### config.mk
export PLATFORM = sky130hd
export DESIGN_NAME = intersectie_ctrl
export DESIGN_NICKNAME = d
export VERILOG_FILES = /design/src/rtl/semafor_pkg.sv /design/src/rtl/divFrecv.sv /design/src/rtl/intersectie_ctrl.sv
export SDC_FILE = /design/constraint.sdc
export NUM_CORES = 1
export LEC_CHECK = 0
export ABC_AREA = 1
export ABC_CLOCK_PERIOD_IN_PS = 2300
export CAP_MARGIN = 10
export CORE_MARGIN = 5
export CORE_UTILIZATION = 35
export CTS_CLUSTER_SIZE = 20
export DETAILED_ROUTE_END_ITERATION = 10
export HOLD_SLACK_MARGIN = 0.02
export PLACE_DENSITY_LB_ADDON = 0.12
export SYNTH_ARGS = -nofsm -noshare
export SYNTH_HDL_FRONTEND = slang
export SYNTH_SLANG_ARGS = --single-unit
### constraint.sdc
create_clock -name clk -period 2.3 [get_ports clk]
set_input_delay 0.46 -clock clk [delete_from_list [all_inputs] [get_ports clk]]
set_output_delay 0.46 -clock clk [all_outputs]
set_load 0.1 [all_outputs]
### src/rtl/semafor_pkg.sv
// Shared definitions for the intersection light controller: state encoding
// and the width of the seconds counter.
package semafor_pkg;

  localparam int SEC_W = 6;
  localparam logic [SEC_W-1:0] SEC_MAX = 6'd63;

  typedef enum logic [2:0] {
    S_VERDE     = 3'd0,
    S_GALBEN    = 3'd1,
    S_GARDA_IN  = 3'd2,
    S_PIETONI   = 3'd3,
    S_CLEAR     = 3'd4,
    S_GARDA_OUT = 3'd5
  } stare_t;

endpackage

### src/rtl/divFrecv.sv
// Clock divider producing a one-cycle pulse every DIV_FACTOR_SEC enabled clocks;
// restart forces the count back to zero so a fresh second begins.
module divFrecv #(
  parameter int DIV_FACTOR_SEC = 10
) (
  input  logic clk,
  input  logic rst_n,
  input  logic enable,
  input  logic restart,
  output logic pulse_1_sec
);

  localparam int CW = (DIV_FACTOR_SEC > 1) ? $clog2(DIV_FACTOR_SEC) : 1;
  localparam logic [CW-1:0] LAST = CW'(DIV_FACTOR_SEC - 1);

  logic [CW-1:0] cnt;

  assign pulse_1_sec = enable && (cnt == LAST);

  always_ff @(posedge clk or negedge rst_n) begin
    if (!rst_n) begin
      cnt <= '0;
    end else if (restart) begin
      cnt <= '0;
    end else if (enable) begin
      cnt <= (cnt == LAST) ? '0 : cnt + 1'b1;
    end
  end

endmodule

### src/rtl/intersectie_ctrl.sv
// Car/pedestrian intersection controller: green until a latched request and
// minimum green, then yellow, all-red guard, pedestrian phase, guard, green.
module intersectie_ctrl
  import semafor_pkg::*;
#(
  parameter int SECUNDE_VERDE_MIN = 10,
  parameter int SECUNDE_GALBEN    = 3,
  parameter int SECUNDE_GARDA     = 2,
  parameter int SECUNDE_TIMEOUT   = 30,
  parameter int DIV_FACTOR_SEC    = 10
) (
  input  logic       clk,
  input  logic       rst_n,
  input  logic       buton_pieton,
  input  logic       pieton_done,
  output logic       masini_verde,
  output logic       masini_galben,
  output logic       masini_rosu,
  output logic       pieton_enable,
  output logic       pieton_clear,
  output logic       cerere_activa,
  output logic       eroare,
  output logic [2:0] stare_dbg
);

  localparam logic [SEC_W-1:0] VERDE_S   = SEC_W'(SECUNDE_VERDE_MIN);
  localparam logic [SEC_W-1:0] GALBEN_S  = SEC_W'(SECUNDE_GALBEN);
  localparam logic [SEC_W-1:0] GARDA_S   = SEC_W'(SECUNDE_GARDA);
  localparam logic [SEC_W-1:0] TIMEOUT_S = SEC_W'(SECUNDE_TIMEOUT);

  stare_t             stare, stare_next;
  logic [SEC_W-1:0]   sec_cnt;
  logic               pulse_1_sec;
  logic               tranzitie;
  logic               timeout_hit;

  assign tranzitie = (stare_next != stare);
  assign stare_dbg = stare;

  divFrecv #(
    .DIV_FACTOR_SEC(DIV_FACTOR_SEC)
  ) DIV_FRECVENTA (
    .clk        (clk),
    .rst_n      (rst_n),
    .enable     (stare != S_CLEAR),
    .restart    (tranzitie),
    .pulse_1_sec(pulse_1_sec)
  );

  // Pedestrian link is a level handshake: pieton_enable stays high for the whole
  // walk phase, pieton_done is honoured on any edge it is high in that phase,
  // and pieton_clear pulses once afterwards to return the sequencer to idle.
  always_comb begin
    stare_next  = stare;
    timeout_hit = 1'b0;
    case (stare)
      S_VERDE:     if (sec_cnt >= VERDE_S && cerere_activa) stare_next = S_GALBEN;
      S_GALBEN:    if (sec_cnt == GALBEN_S) stare_next = S_GARDA_IN;
      S_GARDA_IN:  if (sec_cnt == GARDA_S) stare_next = S_PIETONI;
      S_PIETONI: begin
        if (pieton_done) begin
          stare_next = S_CLEAR;
        end else if (sec_cnt == TIMEOUT_S) begin
          stare_next  = S_CLEAR;
          timeout_hit = 1'b1;
        end
      end
      S_CLEAR:     stare_next = S_GARDA_OUT;
      S_GARDA_OUT: if (sec_cnt == GARDA_S) stare_next = S_VERDE;
      default:     stare_next = S_GARDA_OUT;
    endcase
  end

  always_ff @(posedge clk or negedge rst_n) begin
    if (!rst_n) begin
      stare         <= S_GARDA_OUT;
      sec_cnt       <= '0;
      cerere_activa <= 1'b0;
      eroare        <= 1'b0;
      masini_verde  <= 1'b0;
      masini_galben <= 1'b0;
      masini_rosu   <= 1'b1;
      pieton_enable <= 1'b0;
      pieton_clear  <= 1'b0;
    end else begin
      stare <= stare_next;
      if (tranzitie) begin
        sec_cnt <= '0;
      end else if (pulse_1_sec && sec_cnt != SEC_MAX) begin
        sec_cnt <= sec_cnt + 1'b1;
      end
      // Entering the walk phase consumes the request and beats a same-edge press.
      if (stare_next == S_PIETONI && stare != S_PIETONI) begin
        cerere_activa <= 1'b0;
      end else if (buton_pieton && stare != S_PIETONI) begin
        cerere_activa <= 1'b1;
      end
      eroare        <= eroare | timeout_hit;
      // Lights are registered copies of the decode of the state being entered.
      masini_verde  <= (stare_next == S_VERDE);
      masini_galben <= (stare_next == S_GALBEN);
      masini_rosu   <= (stare_next != S_VERDE) && (stare_next != S_GALBEN);
      pieton_enable <= (stare_next == S_PIETONI);
      pieton_clear  <= (stare_next == S_CLEAR);
    end
  end

endmodule

Yosys cells after proc, flatten, opt, wreduce, memory -nomap -nowiden
Cells that the tools add are included.

Register bits after elaboration: 20.

$add $sub $neg: 2. $lt $le $gt $ge: 1. Equality and inequality tests: 16. Multiplexer cells: 17. Bitwise gates (word level): 1. Reduce and logical (&&, ||, !) cells: 12.

Operators with widths (number): $mux W3 (6); $pmux W3 S5 (1); $eq A6 B2 Y1 const B (2); $mux W4 (3); $mux W6 (2); $eq A3 B2 Y1 const B (3); $add A6 B1 Y6 const B (1); $eq A3 B1 Y1 const B (2); $eq A3 B3 Y1 const B (2); $eq A6 B5 Y1 const B (1); $ge A6 B4 Y1 const B (1); $logic_and A1 B1 Y1 (6); $logic_not A3 Y1 (2); $ne A6 B6 Y1 const B (1); $reduce_bool A2 Y1 (3); $mux W1 (5); $add A4 B1 Y4 const B (1); $eq A4 B4 Y1 const B (1); $ne A3 B1 Y1 const B (1); $ne A3 B2 Y1 const B (1); $ne A3 B3 Y1 (1); $ne A3 B3 Y1 const B (1); $reduce_bool A3 Y1 (1); $or A1 B1 Y1 (1).

Depth between registers and ports, before layout
Gate-level depths: netlist of run 1.

Word-level depth: 7. Gate-level depth with buffers: 13.

Cells and area by module
Synthesis of run 1 repeated with hierarchy kept, for this count alone.

Cell total of the unflattened synthesis: 147. Area total of the unflattened synthesis: 1143.6 sq um.

By module, submodules not included: intersectie_ctrl (times used 1, cells each 107, area an instance 878.3 sq um, sequential area each 404.1 sq um); divFrecv (times used 1, cells each 40, area an instance 265.3 sq um, sequential area each 100.1 sq um).

Worst setup path before layout of run 1
OpenSTA, ideal clock, no wires.

Path type: register -> register. From: reg stare[1] (netlist: stare_dbg[1]). To: reg sec_cnt[5]. Setup time: 0.120 ns. Arrival: 1.925 ns. Path slack: 0.256 ns. Stages on the path, launching flop included: 10. Path through: dfrtp_1 -> nor2_1 -> nand2_1 -> nand2_1 -> nor2_1 -> nand2_1 -> o21ai_0 -> inv_1 -> nor2_1 -> nor2_1.

Word-level cells in the longest chain between the ends: 5. Elaborated cells on any way between the ends: 18. Those cells by class: eq/ne (6); mux (8); reduce/logical (4).

RTL lines: from (decl) (RTL line intersectie_ctrl.sv:31) `stare_t stare, stare_next;`; from (signal assigned) (RTL line intersectie_ctrl.sv:86) `stare <= stare_next;`; $mux W3 (RTL line intersectie_ctrl.sv:63) `end else if (sec_cnt == TIMEOUT_S) begin`; $mux W3 (RTL line intersectie_ctrl.sv:61) `if (pieton_done) begin`; $pmux W3 S5 (RTL line intersectie_ctrl.sv:56) `case (stare)`; $ne A3 B3 Y1 (RTL line intersectie_ctrl.sv:37) `assign tranzitie = (stare_next != stare);`; $mux W6 or $reduce_bool A2 Y1 (tied branches); to (signal assigned) (RTL line intersectie_ctrl.sv:90) `sec_cnt <= sec_cnt + 1'b1;`; to (decl) (RTL line intersectie_ctrl.sv:32) `logic [SEC_W-1:0] sec_cnt;`.

Several ways; a longest one is shown, not always the timed one. A chain may end at the register's enable or synchronous reset.

Worst setup path after layout of run 1
From: reg DIV_FRECVENTA.cnt[1]. To: reg sec_cnt[5].

Word-level cells in the longest chain between the ends: 4.

RTL lines: from (decl) (RTL line divFrecv.sv:16) `logic [CW-1:0] cnt;`; from (signal assigned) (RTL line divFrecv.sv:26) `cnt <= (cnt == LAST) ? '0 : cnt + 1'b1;`; $eq A4 B4 Y1 (RTL line divFrecv.sv:18) `assign pulse_1_sec = enable && (cnt == LAST);`; $logic_and A1 B1 Y1 (RTL line divFrecv.sv:18); $logic_and A1 B1 Y1 (RTL line intersectie_ctrl.sv:89) `end else if (pulse_1_sec && sec_cnt != SEC_MAX) begin`; $reduce_bool A2 Y1 (no source line).

No other way between the ends.

==> results of run 1 <==
-- cell type report --
| type | instances | area (sq um) |
|---|---|---|
| clock buffer | 3 | 22.5 |
| sequential | 20 | 504 |
| inverter | 20 | 75.1 |
| fill | 301 | 1700 |
| clock inverter | 1 | 30.0 |
| multi-input combinational | 98 | 489 |
| tap | 33 | 41.3 |
| timing repair buffer | 14 | 113 |
-- Yosys cell counts --
master	n	area share, %
sky130_fd_sc_hd__nor3_1	7	3.3
sky130_fd_sc_hd__a21oi_1	4	1.9
sky130_fd_sc_hd__nand3_1	4	1.9
sky130_fd_sc_hd__dfrtp_1	17	40
sky130_fd_sc_hd__nor2_2	2	1.2
sky130_fd_sc_hd__dfstp_2	3	7.4
sky130_fd_sc_hd__and3_1	1	0.59
sky130_fd_sc_hd__xor2_1	4	3.3
sky130_fd_sc_hd__or2_2	1	0.59
sky130_fd_sc_hd__ha_1	4	4.7
sky130_fd_sc_hd__nand2_1	27	9.5
sky130_fd_sc_hd__a31o_2	1	0.82
sky130_fd_sc_hd__o21ai_0	5	2.3
sky130_fd_sc_hd__nor2_1	32	11
sky130_fd_sc_hd__nand2_2	4	2.3
sky130_fd_sc_hd__a31oi_1	1	0.59
sky130_fd_sc_hd__nand3_4	1	1.6
sky130_fd_sc_hd__inv_1	20	7.0
-- layer usage --
metal  routed length, um  vias to the layer above  GRT usage [%]
met5                   0                        -              0
met4                  36                        0           5.44
met3                  80                        4           2.22
met2                 905                       13           17.2
met1                1090                      396           14.9
li1                    -                      465              -
-- sequential cells by signal (all words and copies together) (netlist names) --
name and cells:
masini_rosu 1, stare_dbg 3, eroare 1, pieton_enable 1, masini_galben 1, pieton_clear 1
DIV_FRECVENTA.cnt 4, masini_verde 1, cerere_activa 1, sec_cnt 6
-- layout by cell type (no fill, tap or decap) --
master | Yosys | layout
sky130_fd_sc_hd__inv_1 | 20 | 20
sky130_fd_sc_hd__bufinv_16 | 0 | 1
sky130_fd_sc_hd__or2_2 | 1 | 1
sky130_fd_sc_hd__xor2_1 | 4 | 4
sky130_fd_sc_hd__clkdlybuf4s50_1 | 0 | 3
sky130_fd_sc_hd__nand3_4 | 1 | 1
sky130_fd_sc_hd__nand2_1 | 27 | 27
sky130_fd_sc_hd__clkbuf_4 | 0 | 3
sky130_fd_sc_hd__nor2_2 | 2 | 2
sky130_fd_sc_hd__a31o_2 | 1 | 1
sky130_fd_sc_hd__a31oi_1 | 1 | 1
sky130_fd_sc_hd__nor2_1 | 32 | 32
sky130_fd_sc_hd__and3_1 | 1 | 1
sky130_fd_sc_hd__dfrtp_1 | 17 | 17
sky130_fd_sc_hd__ha_1 | 4 | 4
sky130_fd_sc_hd__dfstp_2 | 3 | 3
sky130_fd_sc_hd__nor3_1 | 7 | 7
sky130_fd_sc_hd__o21ai_0 | 5 | 5
sky130_fd_sc_hd__nand2_2 | 4 | 4
sky130_fd_sc_hd__buf_4 | 0 | 11
sky130_fd_sc_hd__a21oi_1 | 4 | 4
sky130_fd_sc_hd__nand3_1 | 4 | 4
-- path summary, 6_finish.rpt --
check / start / end
worst max-delay path: DIV_FRECVENTA.cnt[1] / sec_cnt[5]
worst min-delay path: rst_n / cerere_activa
worst max register to register: DIV_FRECVENTA.cnt[1] / sec_cnt[5]
worst min register to register: eroare / eroare
max in group asynchronous: rst_n / stare_dbg[0]
min in group clk: eroare / eroare
-- per-stage QoR --
stage | worst slack [ns] | instances | hold slack, ns | total power [mW] | area (sq um)
floorplan | 0.256 | 138 | 0.164 | 0.359 | 1070
global route | 0.0207 | 189 | 0.487 | 0.678 | 1270
finish | 0.267 | 189 | 0.484 | 0.648 | 1270
CTS | 0.252 | 189 | 0.481 | 0.656 | 1270
detailed placement | 0.298 | 185 | 0.461 | 0.372 | 1220
global placement | 0.373 | 185 | 0.486 | 0.372 | 1220
-- logic make-up after synthesis --
logic type,Yosys count,share of synthesized area [%]
DFF,20,47.2
buffers and inverters,20,7.03
xor gates and xnor gates,4,3.28
and+or+nand+nor,79,32.2
adders and majority gates,4,4.68
AOI/OAI and AO/OA,11,5.62
-- worst max-delay path, cell delays in order, from the launching register on --
cell and delay (ns):
sky130_fd_sc_hd__dfrtp_1 0.41, sky130_fd_sc_hd__inv_1 0.08, sky130_fd_sc_hd__ha_1 0.14, sky130_fd_sc_hd__nand2_1 0.07, sky130_fd_sc_hd__nor2_1 0.24, sky130_fd_sc_hd__nand2_1 0.11, sky130_fd_sc_hd__nor2_1 0.31, sky130_fd_sc_hd__nand2_1 0.17
sky130_fd_sc_hd__o21ai_0 0.19, sky130_fd_sc_hd__inv_1 0.06, sky130_fd_sc_hd__nor2_1 0.10, sky130_fd_sc_hd__nor2_1 0.06
-- power groups by stage --
| stage | clock (mW) | combinational (mW) | sequential (mW) |
|---|---|---|---|
| floorplan | 0 | 0.000355 | 0.358 |
| global placement | 0 | 0.0139 | 0.358 |
| detailed placement | 0 | 0.0141 | 0.358 |
| CTS | 0.290 | 0.0141 | 0.352 |
| global route | 0.311 | 0.0155 | 0.352 |
| finish | 0.283 | 0.0134 | 0.352 |
==> metrics, run 1 <==
WL per Instance 11.2 um; area of the mapped netlist 1070 sq um; number of antenna violations at the first check in global routing 0; row count 20; Gates resized, CTS repair 0; worst-case register-to-register setup slack about 0.27 ns; required time at the worst-slack endpoint 2.49 ns; Internal Dissipation 534 uW; DR pass1 iterations 4; Final Critical Period slightly above 2 ns; number of setup buffers added after CTS 0; outcome complete, no violations; power density normalized to cell area a little over 500 nW/um^2; GRT overflow 0; # Max-Cap Violations 0; largest net degree at the start of global routing 21; Crit Path Class reg2reg; sequential group share of total power between 50% and 60%; Routed Antenna Nets 0; number of buffers between clock root and the deepest sink 2; first-pass GRT wire length between 3000 and 4000 um; total detailed-routing wirelength between 2000 and 2500 um; leakage power figure between 0.6 and 0.7 nW; switching power summed over all nets around 110 uW; transition time of the tightest slew-check pin 0.424 ns; Net Sw Frac approximately 18%; TritonCTS clock tree done; area of the core region between 2000 and 3000 sq um; final critical-path share of the clock period between 80 and 90%; number of buffers inserted during clock tree synthesis 3; # hold bufs at CTS 0; cells on worst reg2reg path 11; Syn Area/Cell 7.74 sq um; depth of the CTS H-tree 1; kind of start point of the critical path register; Final #Nets approximately 170; Synthesis Warnings 0; final number of max-transition violations 0; area of the die roughly 4300 sq um; share of the yosys chip area belonging to registers about 47%; unrepaired setup endpoints after global routing no; number of global-route vias before repair 895; number of buffers added on ports 13; CTS sink count 20; vias after detailed routing 878; arrival time at the worst endpoint approximately 2.2 ns; CTS Root Cell sky130_fd_sc_hd__clkbuf_4; Iter 0 DRT Violations 32; net count of the mapped netlist between 100 and 150; clock transition at the register clock pins on the worst setup and hold paths after CTS ~0.12 ns; Max IR drop VDD roughly 0.00017 V; routability cong. 0.768; insertion delay of the later-clocked pin in the worst-skew pair ~0.3 ns; Fin Clk Skew ~0.010 ns; DIE HEIGHT ~65 um; I/O pin cnt 14; Mapped Cells 138; starting utilization of the core area 35.9%; area added between synthesis and finish 19.3%; Via-to-Cell Ratio 4.65; endpoints failing hold 0; max frequency a little under 500 MHz; post-route DRC violation count 0; final-layout setup total negative slack 0 ns; placed wire-length estimate after detailed placement 1670 um; number of endpoints failing setup at the final stage 0; global-route total usage across every layer between 10% and 20%; relative max-transition margin 71.5%; post-synth cell types 18; top fanout value on the critical path 5; proportion of power drawn by combinational gates between 2 and 2.5%; fraction of layout instances using a drive strength above 1 17.3%; antenna diode instance count 0; utilization of the core after routing a little over two fifths; category of the worst setup path capture point register; flip-flop and latch count after synthesis 20; worst min-delay path class in2async; Clk pwr share a little over two fifths; die span in x between 60 and 70 um
Power figures use the tool's default switching activity.
==> run 2: changes to the inputs <==
- CORE_UTILIZATION: 35 -> 45
==> run 2 against run 1 <==
Compared with the run above: power is 0.55% higher; critical path type unchanged; die area is 19% lower; sequential share of layout area is 0.19 points higher; worst hold slack worse by 0.0015 ns; clock power is 1% higher; critical endpoint unchanged; register-to-register slack hardly changed; largest power group unchanged; critical path depth stayed put; maximum frequency is 0.43% lower.
==> metrics, run 2 (same netlist as run 1, synthesis figures left out) <==
outcome complete, no violations; total detailed-routing wirelength around 2200 um; Largest register FFs 6; number of endpoints failing setup at the final stage 0; largest net degree at the start of global routing 21; CTS Root Cell sky130_fd_sc_hd__clkbuf_4; leakage power figure ~0.63 nW; max frequency 490 MHz; # hold bufs at CTS 0; most frequent cells in the layout sky130_fd_sc_hd__nor2_1, sky130_fd_sc_hd__nand2_1, sky130_fd_sc_hd__inv_1; final number of max-transition violations 0; Largest stage delay, worst path approximately 0.40 ns; CTS sink count 20; area of the core region between 2000 and 2500 sq um; commonest non-fill, non-tap cell in the layout sky130_fd_sc_hd__nor2_1; die span in x 58.7 um; relative max-transition margin about two thirds; DIE HEIGHT between 50 and 60 um; number of antenna violations at the first check in global routing 0; Final Critical Period ~2.0 ns; power density normalized to cell area slightly above 500 nW/um^2; number of buffers added on ports 13; largest reg by FF count sec_cnt; transition time of the tightest slew-check pin approximately 0.5 ns; worst min-delay path class in2async; area of the die approximately 3400 sq um; insertion delay of the later-clocked pin in the worst-skew pair about 0.30 ns; unrepaired setup endpoints after global routing no; sequential cell area between 500 and 600 sq um; final critical-path share of the clock period between 80% and 90%; Max IR drop VDD 0.000297 V; required time at the worst-slack endpoint approximately 2.5 ns; routability cong. 0.825; fin area 1270 sq um; Worst Path Buf+Inv 2; instance area after placement 1220 sq um; Crit Path Class reg2reg; kind of start point of the critical path register; vias after detailed routing slightly above 900; antenna diode instance count 0; number of global-route vias before repair 901; depth of the CTS H-tree 1; area added between synthesis and finish 18.7%; # Max-Cap Violations 0; number of buffers between clock root and the deepest sink 2; row count 17; placed wire-length estimate after detailed placement 1730 um; fraction of layout instances using a drive strength above 1 17.3%; slowest library cell on the worst path sky130_fd_sc_hd__dfrtp_1; crit path cell chain inv_1 > ha_1 > nand2_1 > nor2_1 > nand2_1 > nor2_1 > nand2_1 > o21ai_0 > inv_1 > nor2_1 > nor2_1; TritonCTS clock tree done; Via-to-Cell Ratio a little under 5; fillcell total 216; WL per Instance 12.1 um; category of the worst setup path capture point register; cell repeated most along the worst path sky130_fd_sc_hd__nor2_1; Gates resized, CTS repair 0; Largest delay share family, worst path simple AND/OR/NAND/NOR gates; arrival time at the worst endpoint 2.24 ns; global-route total usage across every layer between 10% and 20%; Fin Clk Skew between 0.002 and 0.0025 ns; number of buffers inserted during clock tree synthesis 3; Routed Antenna Nets 0; first-pass GRT wire length approximately 3900 um; endpoints failing hold 0; I/O pin cnt 14; post-route DRC violation count 0; DR pass1 iterations 4; Final #Nets between 150 and 200; top fanout value on the critical path 5; Iter 0 DRT Violations 25; number of setup buffers added after CTS 0; clock transition at the register clock pins on the worst setup and hold paths after CTS about 0.12 ns; GRT overflow 0; area taken by multi-input logic gates 489 sq um; final-layout setup total negative slack 0 ns; starting utilization of the core area a little under half
-- run 2: cell counts in the layout (fill, tap and decap cells not counted) --
Identical to the previous run, type by type.
-- run 2: worst register-to-register path, cell delays in order, from the launching register on --
cell	delay (ns)
sky130_fd_sc_hd__dfrtp_1	0.40
sky130_fd_sc_hd__inv_1	0.07
sky130_fd_sc_hd__ha_1	0.14
sky130_fd_sc_hd__nand2_1	0.09
sky130_fd_sc_hd__nor2_1	0.24
sky130_fd_sc_hd__nand2_1	0.12
sky130_fd_sc_hd__nor2_1	0.31
sky130_fd_sc_hd__nand2_1	0.16
sky130_fd_sc_hd__o21ai_0	0.20
sky130_fd_sc_hd__inv_1	0.07
sky130_fd_sc_hd__nor2_1	0.08
sky130_fd_sc_hd__nor2_1	0.05
-- run 2: per-stage QoR --
step / worst slack, ns / power (mW) / utilization [%] / std cells / hold slack [ns]
2_1_floorplan: 0.256 / 0.359 / - / 138 / 0.164
3_3_place_gp: 0.423 / 0.372 / 54.5 / 180 / 0.508
3_5_place_dp: 0.303 / 0.372 / 54.5 / 180 / 0.505
4_1_cts: 0.225 / 0.657 / 56.8 / 184 / 0.482
5_1_grt: 0.0117 / 0.677 / 56.8 / 184 / 0.494
6_report: 0.258 / 0.652 / 56.8 / 184 / 0.482
-- run 2: worst paths after layout --
kind                                       from           end  slack, ns  depth (start not counted)
setup / recovery           DIV_FRECVENTA.cnt[1]    sec_cnt[5]       0.26                         11
hold / removal                            rst_n    sec_cnt[5]       0.48                          2
setup reg to reg           DIV_FRECVENTA.cnt[1]    sec_cnt[5]       0.26                         11
hold reg to reg                          eroare        eroare       0.53                          1
max in group asynchronous                 rst_n  stare_dbg[2]       1.55                          2
min in group clk                         eroare        eroare       0.53                          1
-- run 2: cell type report --
type	instances	area share [%]
clock buffer	3	1.78
multi-input combinational	98	38.6
sequential	20	39.7
inverter	20	5.92
timing repair buffer	14	8.88
clock inverter	1	2.37
tap	28	2.76
-- run 2: where the power goes --
| group | internal, mW | leakage [nW] | total, mW | switching (mW) |
|---|---|---|---|---|
| registers | 0.352 | 0.239 | 0.352 | 0.0000000000000000656 |
| clock network | 0.176 | 0.0279 | 0.287 | 0.110 |
| logic | 0.00570 | 0.359 | 0.0135 | 0.00785 |
-- run 2: metal layers --
metal / vias up / global-route usage (%) / routed length [um]
li1: 464 / - / -
met1: 424 / 20.2 / 1110
met2: 14 / 22.9 / 1030
met3: 5 / 2.63 / 52
met4: 0 / 5.83 / 40
met5: - / 0 / 0
